<file path="src/rtl/ps2_pkg.sv">
// Shared types and constants for the PS/2 keyboard receiver.
//   ps2_state_e : receive FSM states
//   ps2_evt_t   : queued key event {ext, brk, code}
//   ps2_odd_ok  : odd-parity check over data byte plus parity bit
package ps2_pkg;

    typedef enum logic [1:0] {
        ST_IDLE   = 2'd0,
        ST_DATA   = 2'd1,
        ST_PARITY = 2'd2,
        ST_STOP   = 2'd3
    } ps2_state_e;

    localparam logic [7:0] PS2_EXT = 8'hE0;
    localparam logic [7:0] PS2_BRK = 8'hF0;

    typedef struct packed {
        logic       ext;
        logic       brk;
        logic [7:0] code;
    } ps2_evt_t;

    localparam int unsigned PS2_EVT_W = 10;

    // True when data bits plus parity bit hold an odd number of ones.
    function automatic logic ps2_odd_ok(input logic [7:0] data, input logic par);
        return ^{data, par};
    endfunction

endpackage

</file>
<file path="src/rtl/sync_fifo.sv">
// Synchronous show-ahead FIFO with registered head, count, full and empty.
//   clk, rst          : clock, async active-high reset
//   i_wr_en/i_wr_data : push (dropped when full unless a pop happens too)
//   i_rd_en           : pop head (ignored when empty)
//   o_rd_data         : head entry, valid while o_empty is low
//   o_count           : entries held, 0..DEPTH
//   o_full, o_empty   : status flags
module sync_fifo #(
    parameter int unsigned WIDTH = 8,
    parameter int unsigned DEPTH = 8
) (
    input  logic                       clk,
    input  logic                       rst,
    input  logic                       i_wr_en,
    input  logic [WIDTH-1:0]           i_wr_data,
    input  logic                       i_rd_en,
    output logic [WIDTH-1:0]           o_rd_data,
    output logic [$clog2(DEPTH):0]     o_count,
    output logic                       o_full,
    output logic                       o_empty
);

    localparam int unsigned PTR_W = $clog2(DEPTH);
    localparam int unsigned CNT_W = PTR_W + 1;

    logic [WIDTH-1:0] r_mem [DEPTH];
    logic [PTR_W-1:0] r_wr_ptr;
    logic [PTR_W-1:0] r_rd_ptr;
    logic [CNT_W-1:0] r_count;
    logic             r_full;
    logic             r_empty;
    logic [WIDTH-1:0] r_head;

    logic             w_do_rd;
    logic             w_do_wr;
    logic [PTR_W-1:0] w_rd_nxt;
    logic [CNT_W-1:0] w_cnt_nxt;

    // A full FIFO still accepts a push when the same cycle pops.
    assign w_do_rd   = i_rd_en & ~r_empty;
    assign w_do_wr   = i_wr_en & (~r_full | w_do_rd);
    assign w_rd_nxt  = r_rd_ptr + PTR_W'(w_do_rd);
    assign w_cnt_nxt = r_count + CNT_W'(w_do_wr) - CNT_W'(w_do_rd);

    // Storage array, no reset needed.
    always_ff @(posedge clk) begin
        if (w_do_wr) begin
            r_mem[r_wr_ptr] <= i_wr_data;
        end
    end

    // Pointers, flags, and the pre-fetched head entry.
    always_ff @(posedge clk or posedge rst) begin
        if (rst) begin
            r_wr_ptr <= '0;
            r_rd_ptr <= '0;
            r_count  <= '0;
            r_full   <= 1'b0;
            r_empty  <= 1'b1;
            r_head   <= '0;
        end else begin
            r_wr_ptr <= r_wr_ptr + PTR_W'(w_do_wr);
            r_rd_ptr <= w_rd_nxt;
            r_count  <= w_cnt_nxt;
            r_full   <= (w_cnt_nxt == CNT_W'(DEPTH));
            r_empty  <= (w_cnt_nxt == '0);
            // Bypass the write when it lands in the next head slot.
            if (w_cnt_nxt == '0) begin
                r_head <= '0;
            end else if (w_do_wr && (r_wr_ptr == w_rd_nxt)) begin
                r_head <= i_wr_data;
            end else begin
                r_head <= r_mem[w_rd_nxt];
            end
        end
    end

    assign o_rd_data = r_head;
    assign o_count   = r_count;
    assign o_full    = r_full;
    assign o_empty   = r_empty;

endmodule

</file>
<file path="src/rtl/ps2_kbd_rx.sv">
// PS/2 keyboard receiver: synchronises and filters the PS/2 lines, receives
// device-to-host frames, folds E0/F0 prefixes into flags and queues events.
//   clk, reset        : system clock, async active-high reset
//   ps2clk, ps2data   : raw PS/2 lines
//   rd_en             : pop head event when valid
//   valid             : FIFO not empty
//   code/is_ext/is_break : head event fields
//   count             : entries held
//   overflow          : sticky, an event was dropped
//   frame_err         : one-cycle pulse on start/parity/stop error or timeout
module ps2_kbd_rx
    import ps2_pkg::*;
#(
    parameter int unsigned CLK_MHZ    = 25,
    parameter int unsigned FIFO_DEPTH = 8,
    parameter int unsigned FILTER_LEN = 3,
    parameter int unsigned TIMEOUT_US = 2000
) (
    input  logic                          clk,
    input  logic                          reset,
    input  logic                          ps2clk,
    input  logic                          ps2data,
    input  logic                          rd_en,
    output logic                          valid,
    output logic [7:0]                    code,
    output logic                          is_ext,
    output logic                          is_break,
    output logic [$clog2(FIFO_DEPTH):0]   count,
    output logic                          overflow,
    output logic                          frame_err
);

    localparam int unsigned CNT_W     = $clog2(FIFO_DEPTH) + 1;
    localparam int unsigned FLT_W     = $clog2(FILTER_LEN + 1);
    localparam int unsigned TO_CYCLES = CLK_MHZ * TIMEOUT_US;
    localparam int unsigned TO_W      = $clog2(TO_CYCLES + 1);

    logic [1:0]             r_rst_sync;
    logic                   w_rst;

    logic                   r_clk_meta;
    logic                   r_clk_s;
    logic                   r_dat_meta;
    logic                   r_dat_s;
    logic [FLT_W-1:0]       r_flt_cnt;
    logic                   r_clk_f;
    logic                   r_clk_f_d;
    logic                   w_fall;
    logic                   w_edge;

    logic [TO_W-1:0]        r_to_cnt;
    logic                   w_timeout;

    ps2_state_e             r_state;
    ps2_state_e             w_state_nxt;

    logic [7:0]             r_shift;
    logic [2:0]             r_bit_cnt;
    logic                   r_par_bad;
    logic                   w_shift_en;
    logic                   w_start_err;
    logic                   w_par_chk;
    logic                   w_par_err;
    logic                   w_stop_err;
    logic                   w_byte_ok;

    logic                   r_ext;
    logic                   r_brk;
    logic                   r_push;
    ps2_evt_t               r_push_evt;
    logic                   r_overflow;
    logic                   r_frame_err;

    logic [PS2_EVT_W-1:0]   w_head_bits;
    ps2_evt_t               w_head;
    logic                   w_full;
    logic                   w_empty;
    logic [CNT_W-1:0]       w_count;

    // Internal reset: asserts immediately, releases on a clock edge.
    always_ff @(posedge clk or posedge reset) begin
        if (reset) begin
            r_rst_sync <= 2'b11;
        end else begin
            r_rst_sync <= {r_rst_sync[0], 1'b0};
        end
    end
    assign w_rst = r_rst_sync[1];

    // Two-stage synchronisers; idle PS/2 lines are high.
    always_ff @(posedge clk or posedge w_rst) begin
        if (w_rst) begin
            r_clk_meta <= 1'b1;
            r_clk_s    <= 1'b1;
            r_dat_meta <= 1'b1;
            r_dat_s    <= 1'b1;
        end else begin
            r_clk_meta <= ps2clk;
            r_clk_s    <= r_clk_meta;
            r_dat_meta <= ps2data;
            r_dat_s    <= r_dat_meta;
        end
    end

    // Glitch filter: accept a new clock level after FILTER_LEN equal samples.
    always_ff @(posedge clk or posedge w_rst) begin
        if (w_rst) begin
            r_flt_cnt <= '0;
            r_clk_f   <= 1'b1;
            r_clk_f_d <= 1'b1;
        end else begin
            r_clk_f_d <= r_clk_f;
            if (r_clk_s == r_clk_f) begin
                r_flt_cnt <= '0;
            end else if (r_flt_cnt == FLT_W'(FILTER_LEN - 1)) begin
                r_clk_f   <= r_clk_s;
                r_flt_cnt <= '0;
            end else begin
                r_flt_cnt <= r_flt_cnt + FLT_W'(1);
            end
        end
    end

    assign w_fall = r_clk_f_d & ~r_clk_f;
    assign w_edge = r_clk_f_d ^ r_clk_f;

    // Inter-edge timeout, only armed inside a frame; an edge takes priority.
    assign w_timeout = (r_state != ST_IDLE) && !w_edge &&
                       (r_to_cnt == TO_W'(TO_CYCLES - 1));

    always_ff @(posedge clk or posedge w_rst) begin
        if (w_rst) begin
            r_to_cnt <= '0;
        end else if (w_edge || (r_state == ST_IDLE)) begin
            r_to_cnt <= '0;
        end else if (r_to_cnt != TO_W'(TO_CYCLES - 1)) begin
            r_to_cnt <= r_to_cnt + TO_W'(1);
        end
    end

    // FSM state register.
    always_ff @(posedge clk or posedge w_rst) begin
        if (w_rst) begin
            r_state <= ST_IDLE;
        end else begin
            r_state <= w_state_nxt;
        end
    end

    // FSM next state; a bad start bit leaves the FSM idle.
    always_comb begin
        w_state_nxt = r_state;
        if (w_timeout) begin
            w_state_nxt = ST_IDLE;
        end else if (w_fall) begin
            case (r_state)
                ST_IDLE:   if (!r_dat_s) w_state_nxt = ST_DATA;
                ST_DATA:   if (r_bit_cnt == 3'd7) w_state_nxt = ST_PARITY;
                ST_PARITY: w_state_nxt = ST_STOP;
                ST_STOP:   w_state_nxt = ST_IDLE;
                default:   w_state_nxt = ST_IDLE;
            endcase
        end
    end

    // FSM outputs. After a parity error the stop bit is consumed silently
    // so one bad frame yields exactly one error pulse.
    always_comb begin
        w_shift_en  = 1'b0;
        w_start_err = 1'b0;
        w_par_chk   = 1'b0;
        w_par_err   = 1'b0;
        w_stop_err  = 1'b0;
        w_byte_ok   = 1'b0;
        if (w_fall) begin
            case (r_state)
                ST_IDLE:   w_start_err = r_dat_s;
                ST_DATA:   w_shift_en  = 1'b1;
                ST_PARITY: begin
                    w_par_chk = 1'b1;
                    w_par_err = !ps2_odd_ok(r_shift, r_dat_s);
                end
                ST_STOP: begin
                    w_stop_err = !r_dat_s && !r_par_bad;
                    w_byte_ok  = r_dat_s && !r_par_bad;
                end
                default: ;
            endcase
        end
    end

    // Shift register, prefix decoder, event push and status.
    always_ff @(posedge clk or posedge w_rst) begin
        if (w_rst) begin
            r_shift     <= '0;
            r_bit_cnt   <= '0;
            r_par_bad   <= 1'b0;
            r_ext       <= 1'b0;
            r_brk       <= 1'b0;
            r_push      <= 1'b0;
            r_push_evt  <= '0;
            r_overflow  <= 1'b0;
            r_frame_err <= 1'b0;
        end else begin
            r_frame_err <= w_start_err | w_par_err | w_stop_err | w_timeout;

            if (r_state == ST_IDLE) begin
                r_bit_cnt <= '0;
            end else if (w_shift_en) begin
                r_shift   <= {r_dat_s, r_shift[7:1]};
                r_bit_cnt <= r_bit_cnt + 3'd1;
            end

            if (w_par_chk) begin
                r_par_bad <= w_par_err;
            end

            r_push <= 1'b0;
            if (w_par_err || w_stop_err) begin
                r_ext <= 1'b0;
                r_brk <= 1'b0;
            end else if (w_byte_ok) begin
                if (r_shift == PS2_EXT) begin
                    r_ext <= 1'b1;
                end else if (r_shift == PS2_BRK) begin
                    r_brk <= 1'b1;
                end else begin
                    r_push          <= 1'b1;
                    r_push_evt.ext  <= r_ext;
                    r_push_evt.brk  <= r_brk;
                    r_push_evt.code <= r_shift;
                    r_ext           <= 1'b0;
                    r_brk           <= 1'b0;
                end
            end

            if (r_push && w_full && !(rd_en && !w_empty)) begin
                r_overflow <= 1'b1;
            end
        end
    end

    sync_fifo #(
        .WIDTH (PS2_EVT_W),
        .DEPTH (FIFO_DEPTH)
    ) u_fifo (
        .clk       (clk),
        .rst       (w_rst),
        .i_wr_en   (r_push),
        .i_wr_data (r_push_evt),
        .i_rd_en   (rd_en),
        .o_rd_data (w_head_bits),
        .o_count   (w_count),
        .o_full    (w_full),
        .o_empty   (w_empty)
    );

    assign w_head    = w_head_bits;
    assign valid     = ~w_empty;
    assign code      = w_head.code;
    assign is_ext    = w_head.ext;
    assign is_break  = w_head.brk;
    assign count     = w_count;
    assign overflow  = r_overflow;
    assign frame_err = r_frame_err;

endmodule

</file>
<file path="config.mk">
export PLATFORM = sky130hd
export DESIGN_NAME = ps2_kbd_rx
export DESIGN_NICKNAME = d
export VERILOG_FILES = /design/src/rtl/ps2_pkg.sv /design/src/rtl/sync_fifo.sv /design/src/rtl/ps2_kbd_rx.sv
export SDC_FILE = /design/constraint.sdc
export NUM_CORES = 1
export LEC_CHECK = 0
export ABC_AREA = 1
export CORE_MARGIN = 2
export CORE_UTILIZATION = 50
export DETAILED_ROUTE_END_ITERATION = 16
export PLACE_DENSITY_LB_ADDON = 0.2
export SYNTH_ARGS = -nofsm -noshare
export SYNTH_HDL_FRONTEND = slang
export SYNTH_SLANG_ARGS = --single-unit
export TNS_END_PERCENT = 1
</file>
<file path="constraint.sdc">
create_clock -name clk -period 2.2 [get_ports clk]
set_clock_uncertainty 0.05 [all_clocks]
set_input_delay 0.44 -clock clk [delete_from_list [all_inputs] [get_ports clk]]
set_output_delay 0.44 -clock clk [all_outputs]
set_load 0.02 [all_outputs]
</file>
Yosys cells after proc, flatten, opt, wreduce, memory -nomap -nowiden
Memory sizes are Yosys's and may differ from the RTL's.
Index checks and enable logic that the tools add are counted.
{"block": "totals", "in_bits": 5, "mem_bits_ro": 0, "latch_bits": 0, "mem_bits_rw": 80, "reg_bits": 77, "out_inout_bits": 17, "n_memories": 1}
{"memory": "u_fifo.r_mem", "depth": 8, "word_bits": 10, "read_ports": 1, "rd_ports_with_merged_regs": 0, "wr": 1, "line_no": "sync_fifo.sv:26", "text": "logic [WIDTH-1:0] r_mem [DEPTH];"}
{"block": "classes", "bitwise": 16, "div": 0, "mul": 0, "n_addsub": 7, "magnitude_cmp": 0, "n_mux": 39, "reduce_logical": 30, "n_shift": 0, "eq_ne": 16}
{"cell": "$mux 16", "n": 2}
{"cell": "$mux 1", "n": 26}
{"cell": "$mux 10", "n": 2}
{"cell": "$add 16x1->16 const B", "n": 1}
{"cell": "$eq 16x16->1 const B", "n": 1}
{"cell": "$eq 8x8->1 const B", "n": 2}
{"cell": "$ne 16x16->1 const B", "n": 1}
{"cell": "$mux 2", "n": 6}
{"cell": "$reduce_bool 2->1", "n": 5}
{"cell": "$ne 3x3->1 const B", "n": 3}
{"cell": "$reduce_xor 9->1", "n": 1}
{"cell": "$logic_and 1x1->1", "n": 8}
{"cell": "$not 1->1", "n": 8}
{"cell": "$pmux 2 s4", "n": 1}
{"cell": "$reduce_and 2->1", "n": 4}
{"cell": "$add 3x1->3", "n": 2}
{"cell": "$eq 2x2->1 const B", "n": 3}
{"cell": "$logic_not 1->1", "n": 6}
{"cell": "$mux 3", "n": 2}
{"cell": "$add 4x1->4", "n": 1}
{"cell": "$eq 4x4->1 const B", "n": 1}
{"cell": "$logic_not 4->1", "n": 1}
{"cell": "$or 1x1->1", "n": 4}
{"cell": "$reduce_and 4->1", "n": 1}
{"cell": "other kinds (13)", "n": 16}

Logic depth before layout (Yosys ltp)
Gate-level depths: netlist of run 1.
{"block": "depth", "depth_word": 8, "depth_mapped": 15}

By module
A second synthesis of run 1 with hierarchy kept.
{"block": "unflattened", "cells_unflattened": 744, "hier_area_um2": 7119.3}
{"mod": "sync_fifo", "cells_each": 425, "area_per_inst_um2": 4413.0, "seq_area_each_um2": 2954.1, "instances": 1}
{"mod": "ps2_kbd_rx", "cells_each": 319, "area_per_inst_um2": 2706.3, "seq_area_each_um2": 1386.3, "instances": 1}

Worst setup path after synthesis of run 1
OpenSTA, ideal clock, no wires.
{"block": "synth_timing", "kind": "reg2reg", "start": "register u_fifo.r_empty, in the netlist u_fifo.o_empty", "end": "register u_fifo.r_head[0], in the netlist u_fifo.o_rd_data[0]", "synth_period_minus_slack_ps": 2327, "slack_ps": -127, "t_required_ps": 2030, "t_arrival_ps": 2157, "path_buffers": 1, "path_stages_with_launch": 15, "path_cell_list": "dfstp_2 > inv_2 > nand2_1 > nor2_1 > inv_1 > nand2_1 > ha_1 > inv_1 > fa_1 > inv_1 > nor3_1 > nand2_1 > clkbuf_1 > o211ai_1 > inv_1"}
{"block": "synth_between", "elab_chain_len": 8, "elab_cells_between_ends": 13, "classes_between": "3 x add/sub; 1 x eq/ne; 2 x mux; 4 x bitwise; 2 x reduce/logical; 1 x memory"}
{"item": "start: declaration", "line_no": "sync_fifo.sv:31", "text": "logic r_empty;"}
{"item": "start signal: assignment", "line_no": "sync_fifo.sv:66", "text": "r_empty <= (w_cnt_nxt == '0);"}
{"item": "$not 1->1 *"}
{"item": "net valid", "line_no": "ps2_kbd_rx.sv:24", "text": "output logic valid,"}
{"item": "$and 1x1->1 *", "line_no": "sync_fifo.sv:40", "text": "assign w_do_rd = i_rd_en & ~r_empty;"}
{"item": "$or 1x1->1", "line_no": "sync_fifo.sv:41", "text": "assign w_do_wr = i_wr_en & (~r_full | w_do_rd);"}
{"item": "$and 1x1->1", "line_no": "sync_fifo.sv:41"}
{"item": "$add 4x1->4", "line_no": "sync_fifo.sv:43", "text": "assign w_cnt_nxt = r_count + CNT_W'(w_do_wr) - CNT_W'(w_do_rd);"}
{"item": "$sub 4x1->4 *", "line_no": "sync_fifo.sv:43"}
{"item": "net u_fifo.w_cnt_nxt[1]", "line_no": "sync_fifo.sv:37", "text": "logic [CNT_W-1:0] w_cnt_nxt;"}
{"item": "$logic_not 4->1 *", "line_no": "sync_fifo.sv:68", "text": "if (w_cnt_nxt == '0) begin"}
{"item": "$mux 10 *", "line_no": "sync_fifo.sv:68"}
{"item": "end signal: assignment", "line_no": "sync_fifo.sv:71", "text": "r_head <= i_wr_data;"}
{"item": "end signal: assignment", "line_no": "sync_fifo.sv:73", "text": "r_head <= r_mem[w_rd_nxt];"}
{"item": "end: declaration", "line_no": "sync_fifo.sv:32", "text": "logic [WIDTH-1:0] r_head;"}
The timed path passes the listed nets; every way through them passes the cells marked *.
A chain may end at the register's enable or synchronous reset.

Worst setup path after layout of run 1
{"block": "layout_timing", "start": "register u_fifo.r_empty, in the netlist u_fifo.o_empty", "end": "register u_fifo.r_head[5], in the netlist u_fifo.o_rd_data[5]"}
{"block": "layout_between", "elab_chain_len": 8, "elab_cells_between_ends": 13, "classes_between": "3 x add/sub; 1 x eq/ne; 2 x mux; 4 x bitwise; 2 x reduce/logical; 1 x memory"}
{"item": "$not 1->1 *", "line_no": "sync_fifo.sv:40"}
{"item": "$and 1x1->1 *", "line_no": "sync_fifo.sv:40"}
{"item": "$or 1x1->1", "line_no": "sync_fifo.sv:41"}
{"item": "$and 1x1->1", "line_no": "sync_fifo.sv:41"}
{"item": "$add 4x1->4", "line_no": "sync_fifo.sv:43"}
{"item": "$sub 4x1->4 *", "line_no": "sync_fifo.sv:43"}
{"item": "net u_fifo.w_cnt_nxt[2]", "line_no": "sync_fifo.sv:37"}
{"item": "$logic_not 4->1 *", "line_no": "sync_fifo.sv:68"}
{"item": "$mux 10 *", "line_no": "sync_fifo.sv:68"}
Marked as above.

==> results.py, run 1 <==
metrics = {
    "logic_synthesis": {
        "synth_compound_area_share_pct": 6.493,
        "syn_nets": 696,
        "synthCells": 675,
        "synth_top_area_share_pct": 35.02,
        "ys_types": 39,
        "syn-cell-area_sq_um": 6860,
        "synth_top_family_by_area": "simple AND/OR/NAND/NOR gates",
        "yosys.area_share.adder_pct": 3.028,
        "synthSimpleGateAreaFrac_pct": 20.28,
        "yosysWarnings": 0,
        "synth_top_area_cell": "edfxtp_1",
        "synth_seq_cells": 157,
        "synth-seq-area-share_pct": 63.27,
        "ys.flop_type": "edfxtp_1",
        "synthMuxAreaShare_pct": 0,
        "synthArstFlopShare_pct": 49.04,
        "synth_xor_xnor_area_share_pct": 1.021,
        "synth-edff-count": 80,
        "synthTopCellsByArea": "edfxtp_1 35%, dfrtp_1 25%, nand2_1 10%",
        "syn_area_per_cell_sq_um": 10.16,
    },
    "placed_design": {
        "io_buffers": 21,
        "post-dp-hpwl_mm": 8.826,
        "gp_congestion": 0.7795,
    },
    "setup_path": {
        "cp.arrival_ns": 2.53,
        "critPathLaunch": "u_fifo.o_empty",
        "worstSetupPathType": "flop to flop",
        "rr_worst_depth": 13,
        "required_ns": 2.45,
        "worst_r2r_endpoint": "u_fifo.o_rd_data[5]",
        "r2r_start": "u_fifo.o_empty",
        "start_kind": "flop",
        "path_max_fanout": 5,
        "r2r_slack_ns": -0.08,
        "critPathCaptureType": "flop",
        "endpoint": "u_fifo.o_rd_data[5]",
    },
    "cts": {
        "clk_latency_ns": 0.42,
        "cts.path.max_buffers": 2,
        "cts_num_sinks": 157,
        "htree_levels": 4,
        "cts_buffers": 17,
        "clockRootBuffer": "clkbuf_16",
        "postCtsHoldBufs": 0,
        "clkTransAtPathRegs_ns": 0.06,
        "cts_tree": "yes",
    },
    "sta": {
        "slew_headroom_pct": 59.63,
        "fmax_mhz": 438.7,
        "finalCriticalPeriod_ns": 2.279,
        "whs_ns": 0.2715,
        "finalSetupViolCount": 10,
        "tightest_slew_ns": 0.6037,
        "fin_crit_sh_pct": 103.6,
        "drv_slew": 0,
        "fin_ws_ns": -0.07933,
        "hold_viol": 0,
        "grt_setup_unrepaired": "true",
    },
    "die": {
        "num_rows": 42,
        "die_width_um": 121.1,
        "initial_core_util_pct": 51.60,
        "io_pins": 22,
        "die_h_um": 121.1,
        "core_area_sq_um": 13300,
        "dieArea_sq_um": 14670,
    },
    "final_layout": {
        "fill_cells": 1060,
        "drive_gt1_share_pct": 15.93,
        "area_delta_synth_final_pct": 19.66,
        "antenna_cells": 0,
        "fin_util_pct": 61.74,
        "layout_common_cells": "181 x nand2_1, 80 x edfxtp_1, 72 x nand3_1",
        "nets": 755,
        "final_common_cell": "nand2_1",
    },
    "routing": {
        "routed_via_density": 5.133,
        "wl_per_cell_um": 14.27,
        "first_pass_iters": 5,
        "vias": 4738,
        "drt_wl_total_mm": 13.17,
        "m1WireLength_mm": 5.898,
        "top_layer": "met4",
        "drt_iter0_drc": 367,
        "drt_drc_violations_left": 0,
        "wl_met3_um": 553,
        "ant_nets": 0,
        "met2WireLength_mm": 6.538,
    },
    "global_route": {
        "grt_pass1_wl_mm": 22.49,
        "antenna_found_initial": 0,
        "grt_usage_pct": 19.79,
        "grt_start_max_net_pins": 51,
        "grt-ovfl-total": 0,
        "first_global_vias": 4698,
    },
    "power_and_ir_drop": {
        "power.leakage_nw": 3.624,
        "power_mw": 10.34,
        "power-per-cell-area_nw_per_um2": 1259,
        "vdd.ir_drop.worst_v": 0.0006780,
    },
    "outcome": {
        "status": "complete, but fails checks",
        "violations": "setup timing",
    },
    "flow_run": {
        "maxCapViolCount": 0,
    },
    "hold_path": {
        "hold_class": "flop to async pin",
    },
}
critical path, cell delays in order (launching register included):
cell	delay (ns)
dfstp_2	0.53
inv_2	0.05
nand2_4	0.09
nand2_2	0.06
nand2_2	0.07
ha_4	0.14
inv_2	0.04
fa_2	0.36
xnor2_2	0.16
nor3_2	0.18
nand2_2	0.13
buf_6	0.16
o211ai_1	0.08
inv_1	0.06
layer usage:
metal | GRT usage [%] | vias up
li1 | - | 2368
met1 | 25.34 | 2245
met2 | 33.39 | 103
met3 | 4.840 | 22
met4 | 6.178 | 0
met5 | 0 | -
through the flow:
stage / cells / setup TNS, ns / worst slack, ns / instance area (sq um)
finish: 923 / -0.5804 / -0.07933 / 8209
global route: 923 / -1.508 / -0.1675 / 8209
global placement: 886 / -6.605 / -0.5789 / 7517
CTS: 923 / -1.051 / -0.1269 / 8173
detailed placement: 886 / -9.012 / -0.7443 / 7517
floorplan: 675 / -0.5855 / -0.06506 / 6868
power breakdown:
group	total, mW	leakage (nW)	internal, mW	switching, mW
Sequential	3.73	1.71	3.48	0.251
Combinational	3.74	1.63	1.61	2.13
Clock	2.87	0.283	1.78	1.09
Total	10.3	3.62	6.86	3.47
how the worst min path moves through the flow:
stage                               to     startpoint  cells after the start
floorplan                r_rst_sync[0]          reset                      1
global placement           r_to_cnt[9]  r_rst_sync[1]                      1
detailed placement         r_to_cnt[9]  r_rst_sync[1]                      1
CTS                      r_rst_sync[0]          reset                      2
global route                   r_dat_s     r_dat_meta                      0
finish              u_fifo.r_wr_ptr[1]  r_rst_sync[1]                      1
cell usage after synthesis, types with 5 or more instances:
library cell / instances
nor3_1: 7
o21ai_2: 8
ha_1: 15
dfrtp_1: 68
o211ai_1: 9
clkbuf_1: 9
a21oi_1: 10
nor2_1: 41
nand4_1: 7
nand3_1: 72
xnor2_1: 5
dfstp_2: 9
buf_2: 9
inv_1: 69
nand2_1: 185
o21ai_0: 30
inv_2: 10
edfxtp_1: 80
sequential cells by signal (all words and copies together), names as in the netlist, 3 cells and up:
register,cells
u_fifo.o_count,4
r_to_cnt,16
r_bit_cnt,3
r_push_evt,10
u_fifo.r_wr_ptr,3
r_shift,8
u_fifo.o_rd_data,10
u_fifo.r_rd_ptr,3
u_fifo.r_mem,80
layout make-up:
cell class | count | area [sq um] | area share (%)
Clock buffer | 21 | 440.4 | 5.365
Multi-Input combinational cell | 418 | 2186 | 26.63
Clock inverter | 11 | 142.6 | 1.738
Timing Repair Buffer | 61 | 579.3 | 7.057
Inverter | 79 | 300.3 | 3.658
Sequential cell | 157 | 4340 | 52.87
Tap cell | 176 | 220.2 | 2.683
logic make-up after synthesis:
family,count (synthesis)
AOI/OAI and AO/OA,71
DFF,157
other,1
xor gates and xnor gates,8
and+or+nand+nor,322
adders and majority gates,16
buffers and inverters,100
timing repair:
action                                  CTS  global route
endpoints found under the setup margin   10            29
setup buffers                             4             0
cloned                                    1             0
pin swaps                                14             5
gates resized for setup                  13             9
Power figures use the tool's default switching activity.
==> run 2: changes to the inputs <==
Settings changed: CTS_CLUSTER_SIZE from default to 28.
==> results of run 2 <==
No change in the layout: final DEF, timing and power equal those of run 1.
